==> src/rtl/seq_ctrl_pkg.sv <==
// Shared definitions for the instruction sequencer: instruction codes, controller states,
// status codes and the memory-wait limit.
package seq_ctrl_pkg;

  localparam logic [3:0] IHalt   = 4'h0;
  localparam logic [3:0] INop    = 4'h1;
  localparam logic [3:0] IRrmovq = 4'h2;
  localparam logic [3:0] IIrmovq = 4'h3;
  localparam logic [3:0] IRmmovq = 4'h4;
  localparam logic [3:0] IMrmovq = 4'h5;
  localparam logic [3:0] IOpq    = 4'h6;
  localparam logic [3:0] IJxx    = 4'h7;
  localparam logic [3:0] ICall   = 4'h8;
  localparam logic [3:0] IRet    = 4'h9;
  localparam logic [3:0] IPushq  = 4'hA;
  localparam logic [3:0] IPopq   = 4'hB;

  localparam int unsigned WaitLimit = 16;

  typedef enum logic [2:0] {
    StIdle,
    StFetch,
    StDecode,
    StExec,
    StMem,
    StWb,
    StPcUpd,
    StHalt
  } state_e;

  typedef enum logic [2:0] {
    StatAok = 3'd1,
    StatHlt = 3'd2,
    StatAdr = 3'd3,
    StatIns = 3'd4
  } stat_e;

  // Instructions that need a data-memory access after execute.
  function automatic logic is_mem_icode(input logic [3:0] icode);
    logic res;
    case (icode)
      IRmmovq, IMrmovq, ICall, IRet, IPushq, IPopq: res = 1'b1;
      IHalt, INop, IRrmovq, IIrmovq, IOpq, IJxx:    res = 1'b0;
      default:                                      res = 1'b0;
    endcase
    return res;
  endfunction

endpackage

==> src/rtl/mem_wait_timer.sv <==
// Counts wait cycles of a memory handshake; expired_o flags the last permitted wait cycle.
module mem_wait_timer
  import seq_ctrl_pkg::*;
#(
  parameter int unsigned Limit = WaitLimit
) (
  input  logic clk_i,
  input  logic rst_n_i,
  input  logic clear_i,
  input  logic en_i,
  output logic expired_o
);

  localparam int unsigned CntW = $clog2(Limit);

  logic [CntW-1:0] count_q, count_d;

  assign expired_o = (count_q == CntW'(Limit - 1));

  always_comb begin
    count_d = count_q;
    if (clear_i) begin
      count_d = '0;
    end else if (en_i && !expired_o) begin
      count_d = count_q + 1'b1;
    end
  end

  always_ff @(posedge clk_i or negedge rst_n_i) begin
    if (!rst_n_i) begin
      count_q <= '0;
    end else begin
      count_q <= count_d;
    end
  end

endmodule

==> src/rtl/seq_ctrl.sv <==
// Multi-cycle instruction sequencer: walks fetch/decode/execute/memory/writeback/PC-update
// and emits one-cycle stage strobes, with halt status and a retired-instruction count.
module seq_ctrl
  import seq_ctrl_pkg::*;
(
  input  logic        clk_i,
  input  logic        rst_n_i,
  input  logic        start_i,
  input  logic [3:0]  icode_i,
  output logic        imem_req_o,
  input  logic        imem_ack_i,
  input  logic        imem_err_i,
  output logic        dmem_req_o,
  input  logic        dmem_ack_i,
  input  logic        dmem_err_i,
  output logic        f_en_o,
  output logic        d_en_o,
  output logic        e_en_o,
  output logic        m_en_o,
  output logic        w_en_o,
  output logic        pc_en_o,
  output logic [2:0]  stat_o,
  output logic        busy_o,
  output logic [31:0] instr_cnt_o
);

  state_e      state_q, state_d;
  stat_e       stat_q, stat_d;
  logic [31:0] cnt_q, cnt_d;
  logic [3:0]  icode_q, icode_d;
  logic        wait_expired;

  // Timer restarts on every state change, so each FETCH/MEM visit gets a fresh budget.
  mem_wait_timer #(
    .Limit(WaitLimit)
  ) u_wait_timer (
    .clk_i    (clk_i),
    .rst_n_i  (rst_n_i),
    .clear_i  (state_d != state_q),
    .en_i     ((state_q == StFetch) || (state_q == StMem)),
    .expired_o(wait_expired)
  );

  always_comb begin
    state_d    = state_q;
    stat_d     = stat_q;
    cnt_d      = cnt_q;
    icode_d    = icode_q;
    imem_req_o = 1'b0;
    dmem_req_o = 1'b0;
    f_en_o     = 1'b0;
    d_en_o     = 1'b0;
    e_en_o     = 1'b0;
    m_en_o     = 1'b0;
    w_en_o     = 1'b0;
    pc_en_o    = 1'b0;
    unique case (state_q)
      StIdle: begin
        if (start_i) begin
          state_d = StFetch;
          cnt_d   = '0;
        end
      end
      StFetch: begin
        imem_req_o = 1'b1;
        if (imem_ack_i) begin
          f_en_o  = 1'b1;
          icode_d = icode_i;
          if (imem_err_i) begin
            state_d = StHalt;
            stat_d  = StatAdr;
          end else if (icode_i > IPopq) begin
            state_d = StHalt;
            stat_d  = StatIns;
          end else if (icode_i == IHalt) begin
            state_d = StHalt;
            stat_d  = StatHlt;
          end else begin
            state_d = StDecode;
          end
        end else if (wait_expired) begin
          state_d = StHalt;
          stat_d  = StatAdr;
        end
      end
      StDecode: begin
        d_en_o  = 1'b1;
        state_d = StExec;
      end
      StExec: begin
        e_en_o  = 1'b1;
        state_d = is_mem_icode(icode_q) ? StMem : StWb;
      end
      StMem: begin
        dmem_req_o = 1'b1;
        if (dmem_ack_i) begin
          m_en_o = 1'b1;
          if (dmem_err_i) begin
            state_d = StHalt;
            stat_d  = StatAdr;
          end else begin
            state_d = StWb;
          end
        end else if (wait_expired) begin
          state_d = StHalt;
          stat_d  = StatAdr;
        end
      end
      StWb: begin
        w_en_o  = 1'b1;
        state_d = StPcUpd;
      end
      StPcUpd: begin
        pc_en_o = 1'b1;
        cnt_d   = cnt_q + 32'd1;
        state_d = StFetch;
      end
      StHalt: begin
        if (start_i) begin
          state_d = StFetch;
          stat_d  = StatAok;
          cnt_d   = '0;
        end
      end
      default: state_d = StIdle;
    endcase
  end

  always_ff @(posedge clk_i or negedge rst_n_i) begin
    if (!rst_n_i) begin
      state_q <= StIdle;
      stat_q  <= StatAok;
      cnt_q   <= '0;
      icode_q <= IHalt;
    end else begin
      state_q <= state_d;
      stat_q  <= stat_d;
      cnt_q   <= cnt_d;
      icode_q <= icode_d;
    end
  end

  assign stat_o      = stat_q;
  assign busy_o      = !((state_q == StIdle) || (state_q == StHalt));
  assign instr_cnt_o = cnt_q;

endmodule

==> config.mk <==
export PLATFORM = sky130hd
export DESIGN_NAME = seq_ctrl
export DESIGN_NICKNAME = d
export VERILOG_FILES = /design/src/rtl/seq_ctrl_pkg.sv /design/src/rtl/mem_wait_timer.sv /design/src/rtl/seq_ctrl.sv
export SDC_FILE = /design/constraint.sdc
export NUM_CORES = 1
export LEC_CHECK = 0
export ABC_AREA = 1
export BUFFER_PORTS_ARGS = -buffer_cell sky130_fd_sc_hd__buf_2
export CAP_MARGIN = 10
export CORE_ASPECT_RATIO = 1.1
export CORE_MARGIN = 8
export CORE_UTILIZATION = 55
export CTS_CLUSTER_SIZE = 40
export DETAILED_ROUTE_END_ITERATION = 10
export HOLD_SLACK_MARGIN = 0.05
export PLACE_DENSITY_LB_ADDON = 0.15
export SETUP_SLACK_MARGIN = 0.2
export SLEW_MARGIN = 20
export SYNTH_ARGS = -nofsm -noshare
export SYNTH_HDL_FRONTEND = slang
export SYNTH_SLANG_ARGS = --single-unit
==> constraint.sdc <==
create_clock -name clk_i -period 2.2 [get_ports clk_i]
set_input_delay 0.11 -clock clk_i [delete_from_list [all_inputs] [get_ports clk_i]]
set_output_delay 0.11 -clock clk_i [all_outputs]
set_load 0.01 [all_outputs]
After elaboration in Yosys (flattened, before gate mapping). Memory sizes are Yosys's and may differ from the RTL's. Index checks and enable logic that the tools add are counted. Widths: inputs -> output; s select.

$add $sub $neg: 2. Multiplexer cells: 34. Magnitude comparators: 1. Reductions and logical operators: 14. Equality and inequality tests: 13.

Operator list (count): $pmux 32 s2 (1); $mux 3 (15); $add 32x1->32 const B (1); $mux 32 (1); $pmux 3 s7 (1); $eq 3x3->1 const B (4); $mux 1 (12); $pmux 3 s3 (1); $mux 4 (2); $eq 3x2->1 const B (2); $ne 5x3->1 const B (1); $add 4x1->4 const B (1); $eq 4x4->1 const B (1); $gt 4x4->1 const B (1); $logic_not 4->1 (1); $reduce_and 2->1 (2); $reduce_and 4->1 (1); $reduce_bool 2->1 (2); $eq 3x1->1 const B (1); $logic_not 3->1 (1); $ne 3x3->1 (1); $ne 3x3->1 const B (1); $reduce_bool 3->1 (1); $logic_not 1->1 (2); other kinds (6) (7).

Bits in read-only memories: 16. Bits in registers: 46. Input bits: 11. Memories: 1. Word-level logic and storage cells: 70. Output and inout bits: 44.

Memory list: (name not given) (words 16, bits a word 1, read ports 1, clocked after Yosys merged registers in 0, write ports 0, RTL line seq_ctrl_pkg.sv:41) `case (icode)`.

Logic depth before layout (Yosys ltp). Gate-level depths: netlist (run 1).

Word-level depth: 8. Depth in mapped cells: 10.

By module. Synthesis (run 1) repeated with hierarchy kept, for this count alone.

Cells, all modules: 472. Area total of the unflattened synthesis: 3148.0 sq um.

By module, submodules not included: seq_ctrl (times used 1, cells each 443, area an instance 2922.8 sq um); mem_wait_timer (times used 1, cells each 29, area an instance 225.2 sq um).

Worst setup path after synthesis (run 1). Ideal clock, no wire load.

Path kind: reg2reg. Start point: register cnt_q[0] (netlist: instr_cnt_o[0]). End point: register cnt_q[28] (netlist: instr_cnt_o[28]). Period minus slack after synthesis: 1533 ps. Cell stages (with the launch flop): 9. Path slack: 667 ps. Path buffers: 0. Required time: 2082 ps. Data arrival time: 1415 ps. Path through: dfrtp_1 > ha_1 > nand2_1 > nor2_1 > inv_1 > nor2_1 > nand3_1 > nand4_1 > nand2_1.

Word-level cells in the longest chain between the ends: 2.

RTL lines: start, declared (RTL line seq_ctrl.sv:29) `logic [31:0] cnt_q, cnt_d;`; start signal, assigned (RTL line seq_ctrl.sv:138) `cnt_q <= cnt_d;`; $add 32x1->32 (RTL line seq_ctrl.sv:115) `cnt_d = cnt_q + 32'd1;`; $pmux 32 s2 (RTL line seq_ctrl.sv:57) `unique case (state_q)`.

No other way between the ends. A chain may end at the register's enable or synchronous reset.

Worst setup path in the final report (run 1).
Start point: register cnt_q[0] (netlist: instr_cnt_o[0]). End point: register cnt_q[12] (netlist: instr_cnt_o[12]).

The elaborated chain is that of the path after synthesis.

==> impl_metrics.csv, run 1 <==
group,metric,value,unit
pwr,power_frac_seq,0.346,
worst_setup_path,worst_setup_path_start_kind,"register",
die,die_y,93.9,um
worst_setup_path,arrival,1970,ps
timing,finalSetupViolCount,0,
worst_setup_path,worstSetupPathType,"register to register",
worst_setup_path,slowest_delay,460,ps
routing,vias,3287,
synth,yosys.cell_count.top_type,"nand2_1",
pwr,vdd_drop_max,746,uV
routing,firstDrtPassIters,5,
die,placementRows,28,
die,die_w,86.8,um
pwr,leakage,1.78,nW
timing,tightest_slew,512,ps
placement,hpwl,6350,um
clock_tree,cts_setup_buffers,0,
final_layout,stdcell_area,0.00353,mm2
worst_setup_path,critPathLaunch,"instr_cnt_o[0]$_DFFE_PN0P_",
synth,yosysTopAreaCellShare,0.363,
worst_setup_path,r2r_cells,8,
global_routing,globalRouteOverflowTotal,0,
synth,yosysSeqAreaShare,0.372,
placement,gp_congestion,0.956,
final_layout,fin_util,0.659,
routing,wl_per_cell,13.6,um
placement,pre_cts_slack,377,ps
clock_tree,clock_latency,300,ps
synth,synth_flop_cell,"dfrtp_1",
clock_tree,h-tree-depth,2,
timing,relSlewSlack,0.659,
placement,portBuffers,54,
clock_tree,numCtsBuffers,5,
pwr,p_int,0.00172,W
synth,synth_cells,475,
synth,ys_top_cells_by_count,"nand2_1, nor2_1, inv_1, dfrtp_1, nand3_1",
worst_setup_path,crit_slowest_cell,"dfrtp_1",
clock_tree,tritoncts,"yes",
routing,routed_wl,8310,um
synth,yosys.area.top_type,"dfrtp_1",
final_layout,drive_gt1_frac,0.151,
final_layout,n_antenna_cell,0,
synth,synth_edf_count,0,
worst_hold_path,hold_path.class,"input port to register",
synth,syn_nets,488,
routing,drt-initial-drc-count,182,
die,die_area,0.00815,mm2
die,initial_utilization,0.566,
worst_hold_path,holdPathEnd,"state_q[1]$_DFF_PN0_",
timing,fmax,561,MHz
routing,vias_per_cell,5.39,
die,io_pins,55,
synth,yosys_warnings,0,
worst_setup_path,end_kind,"register",
flow_run,maxCapViolCount,0,
synth,syn_area_per_cell,6.39,um2
clock_tree,clk_path_buf_depth,2,
global_routing,grt_max_degree,32,
clock_tree,cts.sinks,45,
timing,rsz0062_at_grt,"no",
synth,synth_area_leaders,"dfrtp_1, nand2_1, nor2_1",
final_layout,syn2layout_area_growth,16.5,%
timing,period_share,0.810,
pwr,power_density,889,mW/mm2
worst_setup_path,cp_data_required_time,2380,ps
synth,netlist_area,0.00303,mm2
synth,ys_ff_latch,45,
worst_setup_path,worstPathCellList,"ha_2, nand2_1, nor2_1, inv_1, nor2_1, nand2_1, nand4_1, o21ai_0",
placement,place_area,0.00337,mm2
worst_hold_path,holdPathStages,3,
worst_setup_path,r2r_end,"instr_cnt_o[12]$_DFFE_PN0P_",
global_routing,grt_usage,0.221,
pwr,share_comb_of_total_power,0.441,
clock_tree,clk_pin_slew,90,ps
global_routing,grt_pass1_vias,3255,
pwr,clock_power_share,0.212,
routing,antenna_left,0,
routing,drcViolationCount,0,
timing,min_period,1780,ps
clock_tree,root_buffer,"clkbuf_8",
worst_hold_path,hold_path.startpoint,"dmem_err_i",
global_routing,antenna_found_initial,0,
timing,tns,0,ps
pwr,switching_share,0.451,
global_routing,grt_pass1_wl,14600,um
synth,synthDistinctLibCells,29,
pwr,switching_power,0.00142,W
final_layout,layout.nets,547,
run_status,status,"finished clean",
timing,final-hold-violation-count,0,
die,core,0.00536,mm2
timing,fin_skew,6.94,ps
worst_setup_path,r2r_setup_slack,420,ps
timing,setup_slack,418,ps
timing,slew_viol_final,0,
worst_setup_path,crit_fanout,6,
worst_setup_path,r2r-start,"instr_cnt_o[0]$_DFFE_PN0P_",
synth,synth_async_sr_flop_share,1.00,
[layout make-up]
class	count	area, um2
clock inverters	2	37.5
inverters	56	210
flip-flops and latches	45	1130
clock buffers	6	82.6
well taps	75	93.8
fillers	502	1830
multi-input cells	365	1650
repair buffers	61	333
[stage by stage]
step / hold WS [ps] / instances / power, W
finish: 59.1 / 610 / 0.00314
global route: 97.0 / 610 / 0.00340
CTS: 53.6 / 610 / 0.00315
detailed placement: 111 / 598 / 0.00247
global placement: 107 / 598 / 0.00245
floorplan: -186 / 475 / 0.00210
[worst max-delay path, delay by kind of cell (launching register included)]
family	cells	cell delay, ps
adders and majority gates	1	290
AOI/OAI and AO/OA	1	80
DFF	1	460
buffers and inverters	1	130
and+or+nand+nor	5	690
[layout by cell type (no fill, tap or decap), types with 2 or more instances in the layout]
cell type      netlist  final
nand4_1             25     25
inv_2                4      4
dlygate4sd3_1        0      4
a31oi_1              2      2
xor2_1               4      4
o21ai_0             24     24
nand3_1             35     35
o21ai_1              3      3
o211ai_1             2      2
inv_1               52     52
a21oi_1              8      8
nand3b_1             2      2
nand2_2              4      4
nor2_1              72     72
buf_4                2      3
nand2_1            170    170
buf_2                7     54
dfrtp_1             44     44
nor3_1               3      3
clkbuf_8             0      6
[flip-flops by register name, summed over array words and instances (netlist names)]
register and cells:
instr_cnt_o 32, u_wait_timer.count_q 4, state_q 3, stat_o 3
icode_q 3
[power by group through the flow]
| stage | Combinational [W] | Clock [W] | Sequential (W) |
|---|---|---|---|
| 2_1_floorplan | 0.00104 | 0 | 0.00106 |
| 3_3_place_gp | 0.00135 | 0 | 0.00110 |
| 3_5_place_dp | 0.00137 | 0 | 0.00110 |
| 4_1_cts | 0.00138 | 0.000680 | 0.00109 |
| 5_1_grt | 0.00158 | 0.000715 | 0.00110 |
| 6_report | 0.00139 | 0.000667 | 0.00109 |
[routing by layer]
metal	GRT usage	vias up	wire, um
li1	-	1641	-
met1	0.254	1496	3410
met2	0.390	127	4140
met3	0.0481	23	515
met4	0.0862	0	239
met5	0	-	0
[worst max-delay path by stage]
stage | to | slack [ps] | cells past startpoint
floorplan | instr_cnt_o[28]$_DFFE_PN0P_ | 670 | 8
CTS | instr_cnt_o[12]$_DFFE_PN0P_ | 360 | 8
finish | instr_cnt_o[12]$_DFFE_PN0P_ | 420 | 8
global placement | instr_cnt_o[16]$_DFFE_PN0P_ | 420 | 8
detailed placement | instr_cnt_o[12]$_DFFE_PN0P_ | 380 | 8
global route | instr_cnt_o[12]$_DFFE_PN0P_ | 250 | 8
[cell families after synthesis]
kind of cell / synth area share
flops: 0.372
compound gates: 0.0755
xor+xnor: 0.0115
simple gates: 0.447
buf+inv: 0.0858
fa+ha+maj: 0.00825
[what timing repair did]
action,CTS,global route
setup endpoints to repair,0,2
hold buffers,4,0
gates resized for setup,0,1
endpoints found under the hold margin,23,0
Power figures use the tool's default switching activity.
==> inputs of run 2 (changes only) <==
clock period = 1.9 ns   (was 2.2 ns; I/O delays follow)
==> run 2 against run 1 <==
Against the previous run:
- power is 19% higher
- hold slack better by 130 ps
- routed wire length is 0.31% higher
- global-route usage is 0.76 points lower
- count of clock-buffer cells in the layout is 1 higher
- clock skew is 2.2 ps lower
- design area is 1.9% higher
- sequential share of layout area is 0.51 points lower
- clock power is 13% higher
- via count is 0.15% higher
- combinational power is 22% higher
- largest cell class unchanged
==> impl_metrics.csv, run 2 (synthesized netlist as in run 1, its figures left out) <==
group,metric,value,unit
run_status,status,"finished clean",
clock_tree,clk_path_buf_depth,2,
routing,wl_per_cell,13.6,um
final_layout,syn2layout_area_growth,18.7,%
timing,min_period,1590,ps
worst_setup_path,end_kind,"output port",
worst_hold_path,hold_path.startpoint,"dmem_ack_i",
clock_tree,root_buffer,"clkbuf_8",
global_routing,grt_pass1_vias,3313,
clock_tree,numCtsBuffers,5,
routing,antenna_left,0,
final_layout,drive_gt1_frac,0.169,
timing,finalSetupViolCount,0,
routing,firstDrtPassIters,5,
pwr,vdd_drop_max,845,uV
final_layout,final_cell_mix,"nand2_1, nor2_1, buf_2",
flow_run,maxCapViolCount,0,
worst_setup_path,r2r_end,"instr_cnt_o[16]$_DFFE_PN0P_",
final_layout,layout_commonest_cell,"nand2_1",
routing,drt-initial-drc-count,233,
die,die_y,93.9,um
timing,period_share,0.838,
worst_setup_path,r2r_cells,8,
routing,routed_wl,8340,um
final_layout,layout.nets,551,
clock_tree,h-tree-depth,2,
die,die_w,86.8,um
timing,fin_skew,4.76,ps
worst_hold_path,hold_path.class,"input port to register",
clock_tree,cts.sinks,45,
global_routing,grt_max_degree,32,
pwr,leakage,1.81,nW
routing,vias_per_cell,5.36,
worst_setup_path,worstPathCellList,"inv_2, o21ai_2, nand2_1, buf_6, buf_2",
worst_setup_path,cp_data_required_time,1800,ps
die,die_area,0.00815,mm2
worst_setup_path,critPathTopFamily,"buffers and inverters",
clock_tree,tritoncts,"yes",
worst_hold_path,holdPathStages,5,
worst_setup_path,crit_slowest_cell,"dfrtp_2",
global_routing,grt_usage,0.214,
timing,relSlewSlack,0.685,
placement,portBuffers,54,
die,placementRows,28,
die,io_pins,55,
worst_setup_path,arrival,1500,ps
global_routing,antenna_found_initial,0,
final_layout,n_antenna_cell,0,
timing,rsz0062_at_grt,"yes",
worst_hold_path,holdPathEnd,"stat_o[1]$_DFFE_PN0P_",
worst_setup_path,worst_setup_path_start_kind,"register",
global_routing,globalRouteOverflowTotal,0,
worst_setup_path,crit_fanout,26,
placement,hpwl,6260,um
routing,vias,3292,
routing,drcViolationCount,0,
pwr,power_density,1030,mW/mm2
worst_setup_path,critPathBufInv,3,
timing,tightest_slew,472,ps
timing,tns,0,ps
worst_setup_path,worstSetupPathType,"register to output port",
placement,gp_congestion,1.02,
worst_setup_path,r2r_setup_slack,320,ps
clock_tree,clock_latency,300,ps
final_layout,largest_reg_flops,32,
die,core,0.00536,mm2
timing,slew_viol_final,0,
global_routing,grt_pass1_wl,14300,um
worst_setup_path,r2r-start,"instr_cnt_o[0]$_DFFE_PN0P_",
die,initial_utilization,0.566,
worst_setup_path,slowest_delay,480,ps
clock_tree,clk_pin_slew,80,ps
timing,holdWs,192,ps
timing,fmax,628,MHz
timing,final-hold-violation-count,0,
==> run 2: cell count changes in the layout (fill, tap and decap cells not counted), moves of 2 or more <==
cell,previous run,this run
dfrtp_2,0,3
nor2_1,72,68
nand3_1,35,33
nand3_2,1,3
nor2_2,1,5
dfrtp_1,44,41
==> run 2: what timing repair did <==
item | CTS | global route
endpoints found under the hold margin | 23 | 0
setup endpoints to repair | 1 | 30
cloned | 0 | 1
pin swaps | 0 | 1
resized for setup | 1 | 12
buffers inserted | 0 | 0
hold buffers | 5 | 0
==> run 2: report_power, final <==
part / switching (W) / total (W) / internal (W)
Sequential: 0.000167 / 0.00127 / 0.00111
Clock: 0.000327 / 0.000756 / 0.000429
Combinational: 0.00119 / 0.00170 / 0.000511
==> run 2: worst max path at each step <==
| stage | cells past startpoint | to | from |
|---|---|---|---|
| global route | 8 | instr_cnt_o[12]$_DFFE_PN0P_ | instr_cnt_o[0]$_DFFE_PN0P_ |
| global placement | 7 | instr_cnt_o[13]$_DFFE_PN0P_ | state_q[0]$_DFF_PN0_ |
| floorplan | 8 | instr_cnt_o[28]$_DFFE_PN0P_ | instr_cnt_o[0]$_DFFE_PN0P_ |
| finish | 5 | busy_o | state_q[2]$_DFF_PN0_ |
| CTS | 4 | f_en_o | state_q[2]$_DFF_PN0_ |
| detailed placement | 7 | instr_cnt_o[12]$_DFFE_PN0P_ | state_q[0]$_DFF_PN0_ |
==> run 2: metal layers <==
metal / global-route usage / vias to the layer above / wire length, um
met5: 0 / - / 0
met1: 0.234 / 1520 / 3490
met2: 0.387 / 107 / 4120
li1: - / 1646 / -
met4: 0.0891 / 0 / 228
met3: 0.0464 / 19 / 490
==> run 2: area by class of cell <==
cell class / instances / area [um2]
Clock inverter: 1 / 30.0
Multi-Input combinational cell: 366 / 1690
Fill cell: 481 / 1760
Timing Repair Buffer: 64 / 362
Clock buffer: 7 / 86.3
Sequential cell: 45 / 1130
Inverter: 56 / 213
Tap cell: 75 / 93.8
==> run 2: per-stage QoR <==
step                power [W]  setup slack [ps]  cell area (um2)  utilization  cells
floorplan             0.00243               367             3030            -    475
global placement      0.00283               266             3390        0.632    600
detailed placement    0.00286               216             3390        0.632    600
CTS                   0.00364               210             3560        0.664    613
global route          0.00401               184             3600        0.672    614
finish                0.00373               308             3600        0.672    614
==> run 2: tightest hold or removal path: stages <==
cell and delay [ps]:
buf_2 100, o21ai_0 80, nand2_1 70, nand2_1 50, o21ai_0 70
==> inputs of run 3 (changes only) <==
CORE_UTILIZATION = 51   (was 55)
clock period = 1.39 ns   (was 1.9 ns; I/O delays follow)
==> run 3 against run 2 <==
Against the previous run:
- the flow now finishes with violations (negative setup slack)
- sequential share of layout area fell by 7.0 points
- power rose by 110%
- sequential power rose by 42%
- clock power rose by 61%
- design area rose by 29%
- core utilization rose by 14 points
==> impl_metrics.csv, run 3 (synthesized netlist as in run 1, its figures left out) <==
group,metric,value,unit
run_status,status,"finished, violations left",
run_status,violations,"negative setup slack",
timing,fin_skew,9.53,ps
placement,gp_congestion,0.966,
global_routing,grt_usage,0.243,
worst_hold_path,holdPathEnd,"stat_o[1]$_DFFE_PN0P_",
worst_setup_path,worstPathCellList,"nand2_4, nor2_4, nand3_1, nand3_4, nand3_2, nand2_2, nand2_2, nor2_1",
pwr,switching_power,0.00355,W
routing,vias_per_cell,5.81,
routing,drcViolationCount,0,
global_routing,antenna_found_initial,0,
timing,tightest_slew,447,ps
worst_setup_path,worst_setup_path_start_kind,"register",
worst_setup_path,r2r_setup_slack,-290,ps
final_layout,layout_commonest_cell,"nand2_1",
worst_setup_path,crit_slowest_cell,"dfrtp_2",
pwr,share_comb_of_total_power,0.611,
worst_setup_path,r2r-start,"state_q[1]$_DFF_PN0_",
worst_setup_path,end_kind,"register",
routing,antenna_left,0,
flow_run,maxCapViolCount,0,
final_layout,stdcell_area,0.00466,mm2
timing,slew_viol_final,0,
timing,period_share,1.21,
timing,setup_slack,-288,ps
routing,routed_wl,12400,um
final_layout,n_antenna_cell,0,
worst_hold_path,holdPathStages,5,
final_layout,drive_gt1_frac,0.384,
die,die_w,89.5,um
pwr,p_total,0.00778,W
pwr,p_int,0.00422,W
timing,finalSetupViolCount,48,
clock_tree,clk_pin_slew,100,ps
die,die_y,96.9,um
pwr,switching_share,0.457,
final_layout,largest_reg_flops,32,
global_routing,grt_pass1_wl,16900,um
timing,fmax,596,MHz
worst_setup_path,crit_fanout,7,
placement,numPlacedInstances,648,
clock_tree,clock_latency,310,ps
die,die_area,0.00868,mm2
clock_tree,root_buffer,"clkbuf_8",
global_routing,grt_pass1_vias,3725,
die,core,0.00577,mm2
clock_tree,cts.sinks,45,
placement,hpwl,7080,um
placement,portBuffers,54,
die,placementRows,29,
worst_setup_path,cpMostUsedCell,"nand2_2",
worst_setup_path,worstSetupPathType,"register to register",
clock_tree,clk_path_buf_depth,2,
routing,wl_per_cell,18.3,um
timing,relSlewSlack,0.702,
pwr,clock_power_share,0.157,
global_routing,grt_max_degree,29,
die,io_pins,55,
worst_hold_path,hold_path.class,"input port to register",
worst_setup_path,r2r_end,"u_wait_timer.count_q[1]$_DFFE_PN0P_",
routing,vias,3938,
pwr,power_density,1670,mW/mm2
clock_tree,numCtsBuffers,5,
timing,min_period,1680,ps
pwr,leakage,2.26,nW
final_layout,final_cells,678,
worst_setup_path,r2r_cells,8,
final_layout,layout.nets,613,
global_routing,globalRouteOverflowTotal,0,
final_layout,final_cell_mix,"nand2_1, buf_4, buf_2",
routing,drt-initial-drc-count,401,
routing,firstDrtPassIters,5,
pwr,vdd_drop_max,1760,uV
worst_hold_path,hold_path.startpoint,"imem_ack_i",
final_layout,syn2layout_area_growth,53.6,%
worst_setup_path,cp_data_required_time,1640,ps
pwr,power_frac_seq,0.232,
die,initial_utilization,0.526,
timing,final-hold-violation-count,0,
timing,rsz0062_at_grt,"yes",
placement,place_area,0.00384,mm2
worst_setup_path,arrival,1920,ps
clock_tree,tritoncts,"yes",
worst_setup_path,slowest_delay,540,ps
clock_tree,h-tree-depth,2,
-- run 3: final cells by class --
cell class | instances | area [um2]
Tap cell | 77 | 96.3
Clock buffer | 5 | 68.8
Sequential cell | 45 | 1140
Clock inverter | 3 | 65.1
Multi-Input combinational cell | 365 | 2060
Timing Repair Buffer | 127 | 1000
Inverter | 56 | 225
Fill cell | 383 | 1110
-- run 3: what timing repair did --
action                                  in CTS  in global routing
endpoints found under the setup margin      53                 52
gates resized for setup                     55                 85
pin swaps                                    8                 17
buffers inserted                             4                 12
cloned                                       1                  0
endpoints found under the hold margin       21                  0
hold buffers                                 5                  0
-- run 3: worst max path at each step --
| stage | cells past startpoint | start | slack (ps) | to |
|---|---|---|---|---|
| 2_1_floorplan | 8 | state_q[0]$_DFF_PN0_ | 80 | instr_cnt_o[23]$_DFFE_PN0P_ |
| 3_3_place_gp | 8 | state_q[1]$_DFF_PN0_ | -40 | u_wait_timer.count_q[3]$_DFFE_PN0P_ |
| 3_5_place_dp | 7 | state_q[0]$_DFF_PN0_ | -90 | instr_cnt_o[9]$_DFFE_PN0P_ |
| 4_1_cts | 5 | state_q[1]$_DFF_PN0_ | -80 | busy_o |
| 5_1_grt | 8 | state_q[1]$_DFF_PN0_ | -340 | u_wait_timer.count_q[3]$_DFFE_PN0P_ |
| 6_report | 8 | state_q[1]$_DFF_PN0_ | -290 | u_wait_timer.count_q[1]$_DFFE_PN0P_ |
-- run 3: worst max-delay path: cells and delay by family, from the launching register on --
kind          cells  cell delay, ps
flops             1             540
simple gates      8            1070
-- run 3: per-stage QoR --
stage / utilization / setup WS [ps] / hold slack, ps / setup TNS (ps)
2_1_floorplan: - / 81.8 / -226 / 0
3_3_place_gp: 0.666 / -43.5 / 41.6 / -423
3_5_place_dp: 0.666 / -88.2 / 42.0 / -1550
4_1_cts: 0.744 / -78.6 / 140 / -1100
5_1_grt: 0.808 / -336 / 246 / -7300
6_report: 0.808 / -288 / 222 / -4590
-- run 3: power by group through the flow --
stage	clock network (W)	registers, W	logic [W]
global placement	0	0.00174	0.00271
detailed placement	0	0.00174	0.00277
finish	0.00122	0.00180	0.00475
global route	0.00127	0.00181	0.00499
CTS	0.00122	0.00175	0.00359
floorplan	0	0.00172	0.00183
-- run 3: per-layer routing --
layer	wire, um	GRT usage	vias up
met4	858	0.110	0
li1	-	-	1775
met3	1010	0.0440	82
met2	6210	0.430	246
met5	0	0	-
met1	4300	0.266	1835
